## src/rtl/can_pkg.sv

```systemverilog
// Shared CAN receive definitions: rx state encoding,
// frame field positions and the filter bank limit.
package can_pkg;

  localparam int MAX_FILTERS = 4;

  localparam int ID_HI  = 127;
  localparam int ID_LO  = 96;
  localparam int DLC_HI = 95;
  localparam int DLC_LO = 64;

  typedef enum logic [1:0] {
    RX_IDLE,
    RX_FILTER,
    RX_WRITE
  } rx_state_t;

endpackage

```

## src/rtl/can_acc_filter.sv

```systemverilog
// Combinational acceptance filter bank: accepts when any enabled
// mask/ID pair matches, or when no filter is enabled at all.
module can_acc_filter #(
  parameter int NUM_FILTERS = 4
) (
  input  logic [31:0]             i_id,
  input  logic [NUM_FILTERS-1:0]  i_afr,
  input  logic [32*NUM_FILTERS-1:0] i_afmr,
  input  logic [32*NUM_FILTERS-1:0] i_afir,
  output logic                    o_accept
);

  logic [31:0] w_mask;
  logic [31:0] w_ref;

  always_comb begin
    o_accept = ~|i_afr;
    w_mask   = '0;
    w_ref    = '0;
    for (int k = 0; k < NUM_FILTERS; k++) begin
      w_mask = i_afmr[32*k +: 32];
      w_ref  = i_afir[32*k +: 32];
      if (i_afr[k] && ((i_id & w_mask) == (w_ref & w_mask)))
        o_accept = 1'b1;
    end
  end

endmodule

```

## src/rtl/can_rx_accept_logic.sv

```systemverilog
// RX accept path: capture frame, filter, write to RX FIFO.
// Optional acceptance filtering is built when CAN_RX_FILTER_EN is defined.
module can_rx_accept_logic
  import can_pkg::*;
#(
  parameter int NUM_FILTERS = 4,
  parameter int FRAME_W     = 128
) (
  input  logic                      i_sys_clk,
  input  logic                      i_reset,
  input  logic                      i_cen,
  input  logic                      i_rx_valid,
  input  logic [FRAME_W-1:0]        i_rx_data,
  input  logic [NUM_FILTERS-1:0]    i_afr,
  input  logic [32*NUM_FILTERS-1:0] i_afmr,
  input  logic [32*NUM_FILTERS-1:0] i_afir,
  input  logic                      i_rx_full,
  output logic                      o_fifo_w_en,
  output logic [FRAME_W-1:0]        o_fifo_w_data,
  output logic                      o_rxok,
  output logic                      o_rxofl,
  output logic                      o_rx_rej,
  output logic                      o_rx_drop,
  output logic [7:0]                o_rx_count
);

  rx_state_t          r_state;
  rx_state_t          w_next;
  logic [FRAME_W-1:0] r_frame;
  logic [7:0]         r_count;
  logic               r_drop;
  logic               w_accept;
  logic               w_capture;

`ifdef CAN_RX_FILTER_EN
  can_acc_filter #(
    .NUM_FILTERS(NUM_FILTERS)
  ) u_filter (
    .i_id    (r_frame[ID_HI:ID_LO]),
    .i_afr   (i_afr),
    .i_afmr  (i_afmr),
    .i_afir  (i_afir),
    .o_accept(w_accept)
  );
`else
  logic w_unused_cfg;
  assign w_unused_cfg = ^{i_afr, i_afmr, i_afir};
  assign w_accept     = 1'b1;
`endif

  assign w_capture = (r_state == RX_IDLE) && i_cen && i_rx_valid;

  // Strobes are gated by i_cen so an abandoned frame raises nothing
  always_comb begin
    w_next      = r_state;
    o_fifo_w_en = 1'b0;
    o_rxok      = 1'b0;
    o_rxofl     = 1'b0;
    o_rx_rej    = 1'b0;
    unique case (r_state)
      RX_IDLE: begin
        if (w_capture)
          w_next = RX_FILTER;
      end
      RX_FILTER: begin
        if (!i_cen) begin
          w_next = RX_IDLE;
        end else if (w_accept) begin
          w_next = RX_WRITE;
        end else begin
          w_next   = RX_IDLE;
          o_rx_rej = 1'b1;
        end
      end
      RX_WRITE: begin
        w_next = RX_IDLE;
        if (i_cen) begin
          if (!i_rx_full) begin
            o_fifo_w_en = 1'b1;
            o_rxok      = 1'b1;
          end else begin
            o_rxofl = 1'b1;
          end
        end
      end
      default: w_next = RX_IDLE;
    endcase
  end

  always_ff @(posedge i_sys_clk or posedge i_reset) begin
    if (i_reset) begin
      r_state <= RX_IDLE;
      r_frame <= '0;
      r_count <= '0;
      r_drop  <= 1'b0;
    end else begin
      r_state <= w_next;
      r_drop  <= i_rx_valid && (r_state != RX_IDLE);
      if (w_capture)
        r_frame <= i_rx_data;
      if (o_fifo_w_en)
        r_count <= r_count + 8'd1;
    end
  end

  assign o_fifo_w_data = r_frame;
  assign o_rx_count    = r_count;
  assign o_rx_drop     = r_drop;

endmodule

```

## config.mk

```make
export PLATFORM = sky130hd
export DESIGN_NAME = can_rx_accept_logic
export DESIGN_NICKNAME = d
export VERILOG_FILES = /design/src/rtl/can_pkg.sv /design/src/rtl/can_acc_filter.sv /design/src/rtl/can_rx_accept_logic.sv
export SDC_FILE = /design/constraint.sdc
export NUM_CORES = 1
export LEC_CHECK = 0
export BUFFER_PORTS_ARGS = -buffer_cell sky130_fd_sc_hd__buf_2
export CORE_AREA = 2 2 210 212
export DETAILED_ROUTE_END_ITERATION = 10
export DIE_AREA = 0 0 212 214
export PLACE_DENSITY = 0.46
export SLEW_MARGIN = 20
export SYNTH_ARGS = -nofsm -noshare
export SYNTH_HDL_FRONTEND = slang
export SYNTH_HIERARCHICAL = 1
export SYNTH_SLANG_ARGS = --single-unit
```

## constraint.sdc

```tcl
create_clock -name i_sys_clk -period 6 [get_ports i_sys_clk]
set_input_delay 1.2 -clock i_sys_clk [delete_from_list [all_inputs] [get_ports i_sys_clk]]
set_output_delay 1.2 -clock i_sys_clk [all_outputs]
set_load 0.005 [all_outputs]
```

### Yosys cells after proc, flatten, opt, wreduce, memory -nomap -nowiden

Cells that the tools add are included.

| cells by class | value |
|---|---|
| add/sub/neg operators | 1 |
| eq/ne operators | 3 |
| muxes and demuxes | 9 |
| reduce and logical (&&, ||, !) cells | 5 |

Operators with widths:

| kind | count |
|---|---|
| $add 8x1->8 const B | 1 |
| $mux 1 | 6 |
| $mux 2 | 2 |
| $pmux 2 s2 | 1 |
| $logic_and 1x1->1 | 3 |
| $eq 2x1->1 const B | 1 |
| $eq 2x2->1 const B | 1 |
| $logic_not 2->1 | 1 |
| $ne 2x2->1 const B | 1 |
| $reduce_bool 2->1 | 1 |

| storage, ports and cells | value |
|---|---|
| bits in registers | 139 |
| bits of input ports | 393 |
| output and inout bits | 141 |

### Depth between registers and ports, before layout

Gate-level depths: netlist (run 1).

| depth | value |
|---|---|
| depth after elaboration | 5 |
| gate-level depth with buffers | 4 |

### Worst setup path after synthesis (run 1)

No wires, ideal clock.

| path | value |
|---|---|
| kind | input -> output |
| from | input port i_rx_full |
| to | output port o_rxok |
| arrival time | 1.769 ns |
| path slack | 3.031 ns |
| stages on the path | 3 |
| cells stage by stage | and4bb_2 -> buf_2 -> buf_4 |

| between the ends | value |
|---|---|
| cells in the longest elaborated chain, start to end | 3 |

RTL lines:

| item | line | RTL |
|---|---|---|
| from (decl) | can_rx_accept_logic.sv:17 | `input logic i_rx_full,` |
| $mux 1 (3 in series) | -- |  |
| to (decl) | can_rx_accept_logic.sv:20 | `output logic o_rxok,` |

Every way passes these cells.

### Worst setup path in the final report (run 1)

| path | value |
|---|---|
| from | input port i_rx_full |
| to | output port o_rxok |

| between the ends | value |
|---|---|
| cells in the longest elaborated chain, start to end | 3 |

RTL lines:

| item | line | RTL |
|---|---|---|
| $mux 1 | can_rx_accept_logic.sv:78 | `if (!i_rx_full) begin` |
| $mux 1 | can_rx_accept_logic.sv:77 | `if (i_cen) begin` |
| $mux 1 | can_rx_accept_logic.sv:60 | `unique case (r_state)` |

Every way passes these cells.

==> run_results.csv, run 1 <==
group,metric,value,unit
run_status,run_status,"finished, final reports clean",
power_and_ir_drop,fin_total_pwr,2.78,mW
die,core,42900,um2
die,start_util,13.4,%
place,place.gp.congestion,0.666,
global_route,grt_first_pass_wirelength,21200,um
sta,report.final.slew_viol_count,0,
detailed_routing,ant_nets,0,
finish,seqCellArea,3480,um2
finish,fin_area,8170,um2
clock_network,cts_root_buffer,"clkbuf_16",
place,io_buffers,272,
setup_path,critical_path.endpoint_type,"output port",
clock_network,cts_resized,0,
sta,slew_headroom,47.0,%
clock_network,insertion_delay,0.46,ns
detailed_routing,firstDrtPassIters,4,
sta,tightest_slew,0.796,ns
die,dieWidth,212,um
setup_path,path_class,"in2out",
die,die-area,45400,um2
detailed_routing,via_per_inst,3.03,
sta,fin_crit_sh,52.0,%
die,die_h,214,um
yosys,ys_seq_area_share,60.3,%
run,cap_violations,0,
clock_network,numCtsBuffers,17,
sta,hold_violations,0,
die,ioPinCount,534,
yosys,syn_area,5760,um2
power_and_ir_drop,vdd_drop_max,0.000175,V
setup_path,worst_ep_required_time,4.80,ns
finish,layout_common_cells,"buf_2 (272), dfrtp_1 (139), mux2_4 (101), mux2_2 (28), clkbuf_16 (17)",
global_route,overflow,0,
clock_network,postCtsSetupRepairBufs,0,
global_route,antenna_found_initial,0,
yosys,synth-adder-area-share,0.217,%
sta,setup_tns,0,ns
setup_path,critPathLaunchType,"input pin",
place,hpwl,9860,um
detailed_routing,routed-via-count,3588,
finish,num-nets-final,980,
global_route,grt_max_degree,85,
sta,fin_crit,3.12,ns
clock_network,path_clk_slew,0.06,ns
finish,layout.cells.most_common,"buf_2",
clock_network,tritoncts,"built",
global_route,grt_pass1_vias,3832,
yosys,syn_inst,309,
yosys,synth-compound-area-share,0.130,%
clock_network,cts_sinks,139,
yosys,synth_top_family_by_area,"multiplexers",
finish,area_growth,41.7,%
finish,drive_above_1_share,73.1,%
setup_path,crit_fanout,10,
finish,diodes,0,
sta,finClkSkew,0.0120,ns
clock_network,cts_max_path_buffers,2,
sta,clock.fmax,320,MHz
power_and_ir_drop,power.density,340,nW/um2
clock_network,htree_levels,4,
die,row_count,76,
yosys,synthMuxAreaShare,31.8,%
sta,grt_setup_unrepaired,"no",
yosys,synth-seq-cells,139,
yosys,syn_nets,703,
yosys,synth.avg_cell_area,18.7,um2
clock_network,ctsHoldBuffers,0,
yosys,synth-xor-area-share,1.06,%
worst_hold_path,hold_class,"reg2reg",
detailed_routing,wl,14100,um
detailed_routing,drt_iter0_markers,182,
yosys,ys_warn_count,6,
global_route,grtUsageTotal,6.30,%
setup_path,cp_data_arrival_time,1.92,ns
sta,final-setup-viol-count,0,
yosys,synthSimpleGateAreaFrac,1.65,%
finish,multi_input_area,2010,um2
yosys,yosysUniqueCellTypes,22,
detailed_routing,wire_per_inst,11.9,um
power_and_ir_drop,cellLeakagePower,3.93,nW
place,place_area,7630,um2
detailed_routing,route.detailed.drc,0,
finish,nFillCells,4723,
==> per-stage QoR <==
stage / hold WS [ns] / cells / util (%) / setup WS [ns]
after floorplan: 0.442 / 309 / - / 1.08
after global placement: 0.462 / 1152 / 17.8 / 2.88
after detailed placement: 0.469 / 1152 / 17.8 / 2.88
after CTS: 0.483 / 1184 / 19.0 / 2.88
after global routing: 0.516 / 1184 / 19.0 / 2.83
final: 0.482 / 1184 / 19.0 / 2.88
==> report_power, final <==
| group | switching (mW) | total (mW) | internal (mW) |
|---|---|---|---|
| clock | 0.443 | 0.975 | 0.533 |
| combinational | 0.210 | 0.582 | 0.371 |
| sequential | 0.101 | 1.22 | 1.12 |
| total | 0.754 | 2.78 | 2.02 |
==> registers in the layout, indices dropped and copies added (netlist names) <==
register       flops
r_state            2
o_rx_drop          1
o_rx_count         8
o_fifo_w_data    128
==> layout make-up <==
class,count,area share (%)
Clock buffer,18,5.25
Clock inverter,14,1.38
Inverter,1,0.107
Multi-Input combinational cell,152,24.6
Sequential cell,139,42.6
Tap cell,585,8.96
Timing Repair Buffer,275,17.1
==> worst max-delay path: stages <==
cell	delay, ns
buf_2	0.11
and4bb_2	0.45
buf_2	0.16
==> routing by layer <==
layer  track usage, %  vias to the layer above  share of wire (%)
li1                 -                     1641                  -
met1             6.75                     1682                 42
met2             9.07                      241                 41
met3             4.05                       24                 15
met4             4.18                        0                2.8
met5                0                        -                  0
==> final timing paths <==
path                       depth (start not counted)  slack, ns  startpoint           endpoint
hold reg to reg                                    1       0.48  r_state[1]         r_state[1]
setup / recovery                                   3       2.88   i_rx_full             o_rxok
max in group asynchronous                          3       3.83     i_reset  o_fifo_w_data[74]
setup reg to reg                                   3       3.81  r_state[0]  o_fifo_w_data[24]
hold / removal                                     1       0.48  r_state[1]         r_state[1]
min in group asynchronous                          2       0.90     i_reset  o_fifo_w_data[46]
==> Yosys cell counts (all sizes together) <==
master	count	area share, %
dfrtp	139	60
mux2	129	32
buf	17	4.7
xnor2	6	0.91
nand4	4	0.43
and4bb	2	0.50
nand2	2	0.13
and3	1	0.11
and4	1	0.15
and4b	1	0.17
conb	1	0.065
ha	1	0.22
inv	1	0.065
nand3	1	0.087
nor2	1	0.065
o21a	1	0.13
xor2	1	0.15
==> logic make-up after synthesis <==
| kind of cell | after synthesis |
|---|---|
| and+or+nand+nor | 13 |
| other | 1 |
| adders and majority gates | 1 |
| DFF | 139 |
| muxes | 129 |
| AOI/OAI and AO/OA | 1 |
| xor gates and xnor gates | 7 |
| buffers and inverters | 18 |
Power figures use the tool's default switching activity.
==> run 2: changes to the inputs <==
- CORE_AREA: 2 2 210 212 -> 2 2 206 208
- DIE_AREA: 0 0 212 214 -> 0 0 208 210
- PLACE_DENSITY: 0.46 -> 0.49
- clock period: 6 -> 2.55 ns (I/O delays scaled with it)
==> run 2 against run 1 <==
  * Clock power grew 150%
  * Sequential share of layout area down 0.49 points
  * Hold slack got worse by 0.21 ns
  * Via count rose by 2.6%
  * Non-clock buffer count up 8
  * Critical path depth fell by 1
  * Combinational power is 140% higher
  * Largest power group unchanged
  * Highest routed layer is now met5
==> run_results.csv, run 2 (synthesis results as in run 1) <==
group,metric,value,unit
clock_network,ctsHoldBuffers,1,
power_and_ir_drop,switching_share,28.0,%
place,io_buffers,272,
setup_path,critPathLaunchType,"flip-flop",
sta,fin_crit_sh,79.3,%
sta,report.final.slew_viol_count,0,
finish,layout_common_cells,"buf_2 (272), dfrtp_1 (139), mux2_4 (101), mux2_2 (28), clkbuf_16 (17)",
finish,largest_register_ff_count,128,
setup_path,path_class,"reg2out",
global_route,grt_max_degree,75,
finish,num-nets-final,988,
clock_network,postCtsSetupRepairBufs,0,
sta,hold_violations,0,
setup_path,crit_fanout,10,
setup_path,slowest_delay,0.47,ns
die,row_count,75,
clock_network,htree_levels,4,
sta,worst_slack,0.527,ns
worst_hold_path,hold_class,"in2reg",
setup_path,r2r_cells,3,
place,hpwl,10800,um
finish,fin_util,19.9,%
setup_path,worst_ep_required_time,2.04,ns
finish,nFillCells,4516,
sta,setup_tns,0,ns
die,dieWidth,208,um
detailed_routing,via_per_inst,3.21,
power_and_ir_drop,p_comb_share,20.8,%
setup_path,cp_data_arrival_time,1.51,ns
detailed_routing,route.detailed.drc,0,
clock_network,tritoncts,"built",
die,die-area,43700,um2
detailed_routing,routed-via-count,3683,
finish,multi_input_area,2010,um2
finish,seqCellArea,3480,um2
power_and_ir_drop,power_frac_seq,43.0,%
detailed_routing,ant_nets,0,
place,preCtsSetupSlack,0.623,ns
power_and_ir_drop,cellLeakagePower,4.02,nW
detailed_routing,wl,14400,um
power_and_ir_drop,vdd_drop_max,0.000536,V
die,core,41500,um2
sta,clock.fmax,494,MHz
die,start_util,13.9,%
setup_path,crit_buf_inv,1,
sta,final-setup-viol-count,0,
die,die_h,210,um
setup_path,critical_path.endpoint_type,"output port",
detailed_routing,wire_per_inst,12.5,um
setup_path,reg2reg_slack,0.76,ns
power_and_ir_drop,clkPwrFrac,36.2,%
place,place.gp.congestion,0.659,
setup_path,worstPathCellList,"and4bb_2 -> buf_2",
power_and_ir_drop,power.density,809,nW/um2
global_route,grtUsageTotal,7.03,%
run_status,run_status,"finished, final reports clean",
global_route,overflow,0,
clock_network,cts_sinks,139,
sta,grt_setup_unrepaired,"no",
finish,layout.cells.most_common,"buf_2",
setup_path,rr_endpoint,"o_fifo_w_data[36]",
worst_hold_path,whs_path_depth,2,
setup_path,slowest_stage,"and4bb_2",
clock_network,cts_root_buffer,"clkbuf_16",
power_and_ir_drop,p_switching,1.87,mW
global_route,grt_pass1_vias,3947,
clock_network,path_clk_slew,0.07,ns
detailed_routing,firstDrtPassIters,4,
clock_network,cts_resized,0,
clock_network,insertion_delay,0.46,ns
finish,drive_above_1_share,73.5,%
global_route,antenna_found_initial,2,
detailed_routing,drt_iter0_markers,103,
run,cap_violations,0,
sta,fin_crit,2.02,ns
worst_hold_path,hp-start,"i_rx_data[86]",
setup_path,cp_top_family,"simple AND/OR/NAND/NOR gates",
clock_network,numCtsBuffers,17,
global_route,grt_first_pass_wirelength,22900,um
setup_path,reg2reg_from,"r_state[0]",
clock_network,cts_max_path_buffers,2,
die,ioPinCount,534,
sta,finClkSkew,0.00626,ns
power_and_ir_drop,p_int,4.82,mW
worst_hold_path,min_to,"o_fifo_w_data[86]",
finish,area_growth,43.4,%
==> run 2: cell types whose count changed in the layout (fill, tap and decap cells not counted), moves of 2 or more <==
cell	change
buf_4	+3
inv_8	+4
clkinv_8	+2
buf_12	+4
diode_2	+2
clkinvlp_4	-4
==> run 2: worst max path at each step <==
stage,start,endpoint,cells after the start
floorplan,i_reset,o_fifo_w_data[0],1
finish,r_state[0],o_fifo_w_en,2
detailed placement,i_cen,o_fifo_w_data[36],4
global placement,i_cen,o_fifo_w_data[23],4
CTS,r_state[0],o_fifo_w_en,2
global route,r_state[0],o_rxok,2
==> run 2: per-layer routing <==
layer	share of wire [%]	track usage (%)	wire, um
met5	0.090	0	13
met4	3.0	4.77	438
met3	12	3.83	1770
met2	41	9.74	5960
met1	43	8.27	6220
==> run 2: final cells by class <==
| cell class | count | area share, % |
|---|---|---|
| sequential | 139 | 42.1 |
| multi-input combinational | 152 | 24.3 |
| timing repair buffer | 283 | 18.3 |
| tap | 539 | 8.16 |
| clock buffer | 17 | 5.15 |
| clock inverter | 15 | 1.85 |
| inverter | 1 | 0.0908 |
| antenna | 2 | 0.0606 |
==> run 2: power by group through the flow <==
stage          Clock [mW]  Combinational [mW]  Sequential (mW)
4_1_cts              2.52                1.42             2.88
3_5_place_dp            0                1.41             2.91
3_3_place_gp            0                1.41             2.90
5_1_grt              2.61                1.52             2.94
2_1_floorplan           0               0.725             2.93
6_report             2.42                1.39             2.87
==> run 2: metrics by stage <==
stage                     instance area (um2)  power, mW  std cells  hold WS (ns)
final                                    8260       6.69       1148         0.271
after global routing                     8260       7.06       1146         0.235
after CTS                                8260       6.82       1146         0.221
after detailed placement                 7670       4.32       1113         0.447
after global placement                   7670       4.31       1113         0.448
after floorplan                          5770       3.66        309         0.442
==> run 3: changes to the inputs <==
- CORE_AREA: 2 2 206 208 -> 2 2 210 212
- DIE_AREA: 0 0 208 210 -> 0 0 212 214
- PLACE_DENSITY: 0.49 -> 0.46
- clock period: 2.55 -> 2.02 ns (I/O delays scaled with it)
==> run 3 against run 2 <==
  * Total power increased by 32%
  * Cell area rose by 0.98%
  * Count of clock-buffer cells in the layout increased by 1
  * Cell count rose by 3.4%
  * Largest cell class unchanged
  * Critical path type unchanged
  * Sequential cell count did not move
  * Highest routed layer unchanged
  * Register-to-register slack worse by 0.44 ns
  * Sequential power up 26%
  * Non-clock buffer count decreased by 5
  * Die area grew 3.9%
  * Combinational power is 26% higher
  * Wire length up 1.2%
  * Global-route usage fell by 0.43 points
==> run_results.csv, run 3 (synthesis results as in run 1) <==
group,metric,value,unit
setup_path,critical_path.endpoint_type,"output port",
clock_network,insertion_delay,0.45,ns
run,cap_violations,0,
global_route,antenna_found_initial,1,
detailed_routing,wire_per_inst,12.3,um
die,die_h,214,um
setup_path,slowest_stage,"and4bb_2",
clock_network,cts_max_path_buffers,2,
sta,hold_violations,0,
clock_network,path_clk_slew,0.06,ns
sta,final-setup-viol-count,0,
setup_path,path_class,"reg2out",
setup_path,worstPathCellList,"and4bb_2 -> buf_2",
sta,fin_crit_sh,93.8,%
die,dieWidth,212,um
clock_network,ctsHoldBuffers,0,
setup_path,critPathLaunchType,"flip-flop",
detailed_routing,ant_nets,0,
die,row_count,76,
die,die-area,45400,um2
setup_path,slowest_delay,0.47,ns
sta,report.final.slew_viol_count,0,
setup_path,crit_buf_inv,1,
place,io_buffers,272,
sta,fin_crit,1.89,ns
global_route,grt_pass1_vias,3756,
setup_path,cp_data_arrival_time,1.49,ns
global_route,overflow,0,
setup_path,crit_fanout,10,
sta,grt_setup_unrepaired,"no",
detailed_routing,firstDrtPassIters,4,
clock_network,postCtsSetupRepairBufs,0,
place,hpwl,10400,um
finish,area_growth,44.8,%
global_route,grtUsageTotal,6.59,%
sta,finClkSkew,0.0167,ns
run_status,run_status,"finished, final reports clean",
finish,diodes,0,
power_and_ir_drop,cellLeakagePower,4.02,nW
clock_network,htree_levels,4,
clock_network,tritoncts,"built",
clock_network,cts_sinks,139,
detailed_routing,drt_iter0_markers,117,
global_route,grt_first_pass_wirelength,22000,um
global_route,grt_max_degree,66,
finish,layout.cells.most_common,"buf_2",
detailed_routing,via_per_inst,3.05,
clock_network,cts_resized,0,
detailed_routing,route.detailed.drc,0,
sta,clock.fmax,528,MHz
finish,drive_above_1_share,73.4,%
die,ioPinCount,534,
finish,fin_util,19.5,%
die,core,42900,um2
finish,num-nets-final,983,
finish,largest_register_ff_count,128,
power_and_ir_drop,vdd_drop_max,0.000594,V
power_and_ir_drop,power.density,1060,nW/um2
clock_network,cts_root_buffer,"clkbuf_16",
detailed_routing,routed-via-count,3625,
clock_network,numCtsBuffers,17,
finish,final_cells,1187,
place,dpl.cell_count,1155,
setup_path,worst_ep_required_time,1.62,ns
finish,layout_common_cells,"buf_2 (272), dfrtp_1 (139), mux2_4 (101), mux2_2 (28), clkbuf_16 (17)",
die,start_util,13.4,%
worst_hold_path,hold_class,"in2async",
setup_path,cp_top_family,"simple AND/OR/NAND/NOR gates",
place,place.gp.congestion,0.701,
detailed_routing,wl,14600,um
## run 3: cell types whose count changed in the layout (fill, tap and decap cells not counted)
cell	delta
buf_4	-4
bufinv_16	+4
clkinv_2	-1
inv_8	-3
clkinvlp_4	+2
clkinv_4	-1
diode_2	-2
clkinv_8	-2
dlygate4sd3_1	-1
clkbuf_8	+1
## run 3: area by class of cell
class,instances,area [um2]
Sequential cell,139,3480
Timing Repair Buffer,278,1470
Tap cell,585,732
Multi-Input combinational cell,152,2010
Fill cell,4677,34500
Clock buffer,18,439
Inverter,1,7.51
Clock inverter,14,208
## run 3: path summary, 6_finish.rpt
kind                                    start                 end  slack (ns)  depth (start not counted)
worst max-delay path               r_state[0]              o_rxok        0.13                          2
worst min-delay path                  i_reset  o_fifo_w_data[109]        0.08                          3
worst max register to register     r_state[0]  o_fifo_w_data[115]        0.32                          3
worst min register to register  o_rx_count[7]       o_rx_count[7]        0.48                          1
max in group asynchronous             i_reset   o_fifo_w_data[43]        1.62                          3
min in group i_sys_clk          i_rx_data[46]   o_fifo_w_data[46]        0.18                          2
## run 3: worst min-delay path, stage by stage
cell,delay [ns]
buf_2,0.11
clkinvlp_4,0.11
buf_12,0.27
## run 3: metal layers
| metal | part of all wire (%) | track usage [%] |
|---|---|---|
| met5 | 0.12 | 0 |
| met4 | 1.9 | 3.17 |
| met3 | 14 | 4.40 |
| met2 | 40 | 9.34 |
| met1 | 43 | 7.55 |
## run 3: power breakdown
| group | switching, mW | internal [mW] | total, mW |
|---|---|---|---|
| Combinational | 0.633 | 1.12 | 1.75 |
| Sequential | 0.303 | 3.32 | 3.62 |
| Clock | 1.34 | 2.13 | 3.47 |
## run 3: stage by stage
stage               TNS, ns  worst slack, ns  power, mW  area, um2  hold WS [ns]
detailed placement        0            0.315       5.45       7700         0.466
global placement          0            0.323       5.45       7700         0.461
global route              0           0.0225       9.35       8350        0.0828
floorplan            -16.56           -0.119       4.61       5770         0.442
finish                    0            0.126       8.84       8350        0.0773
CTS                       0           0.0796       9.04       8350        0.0578
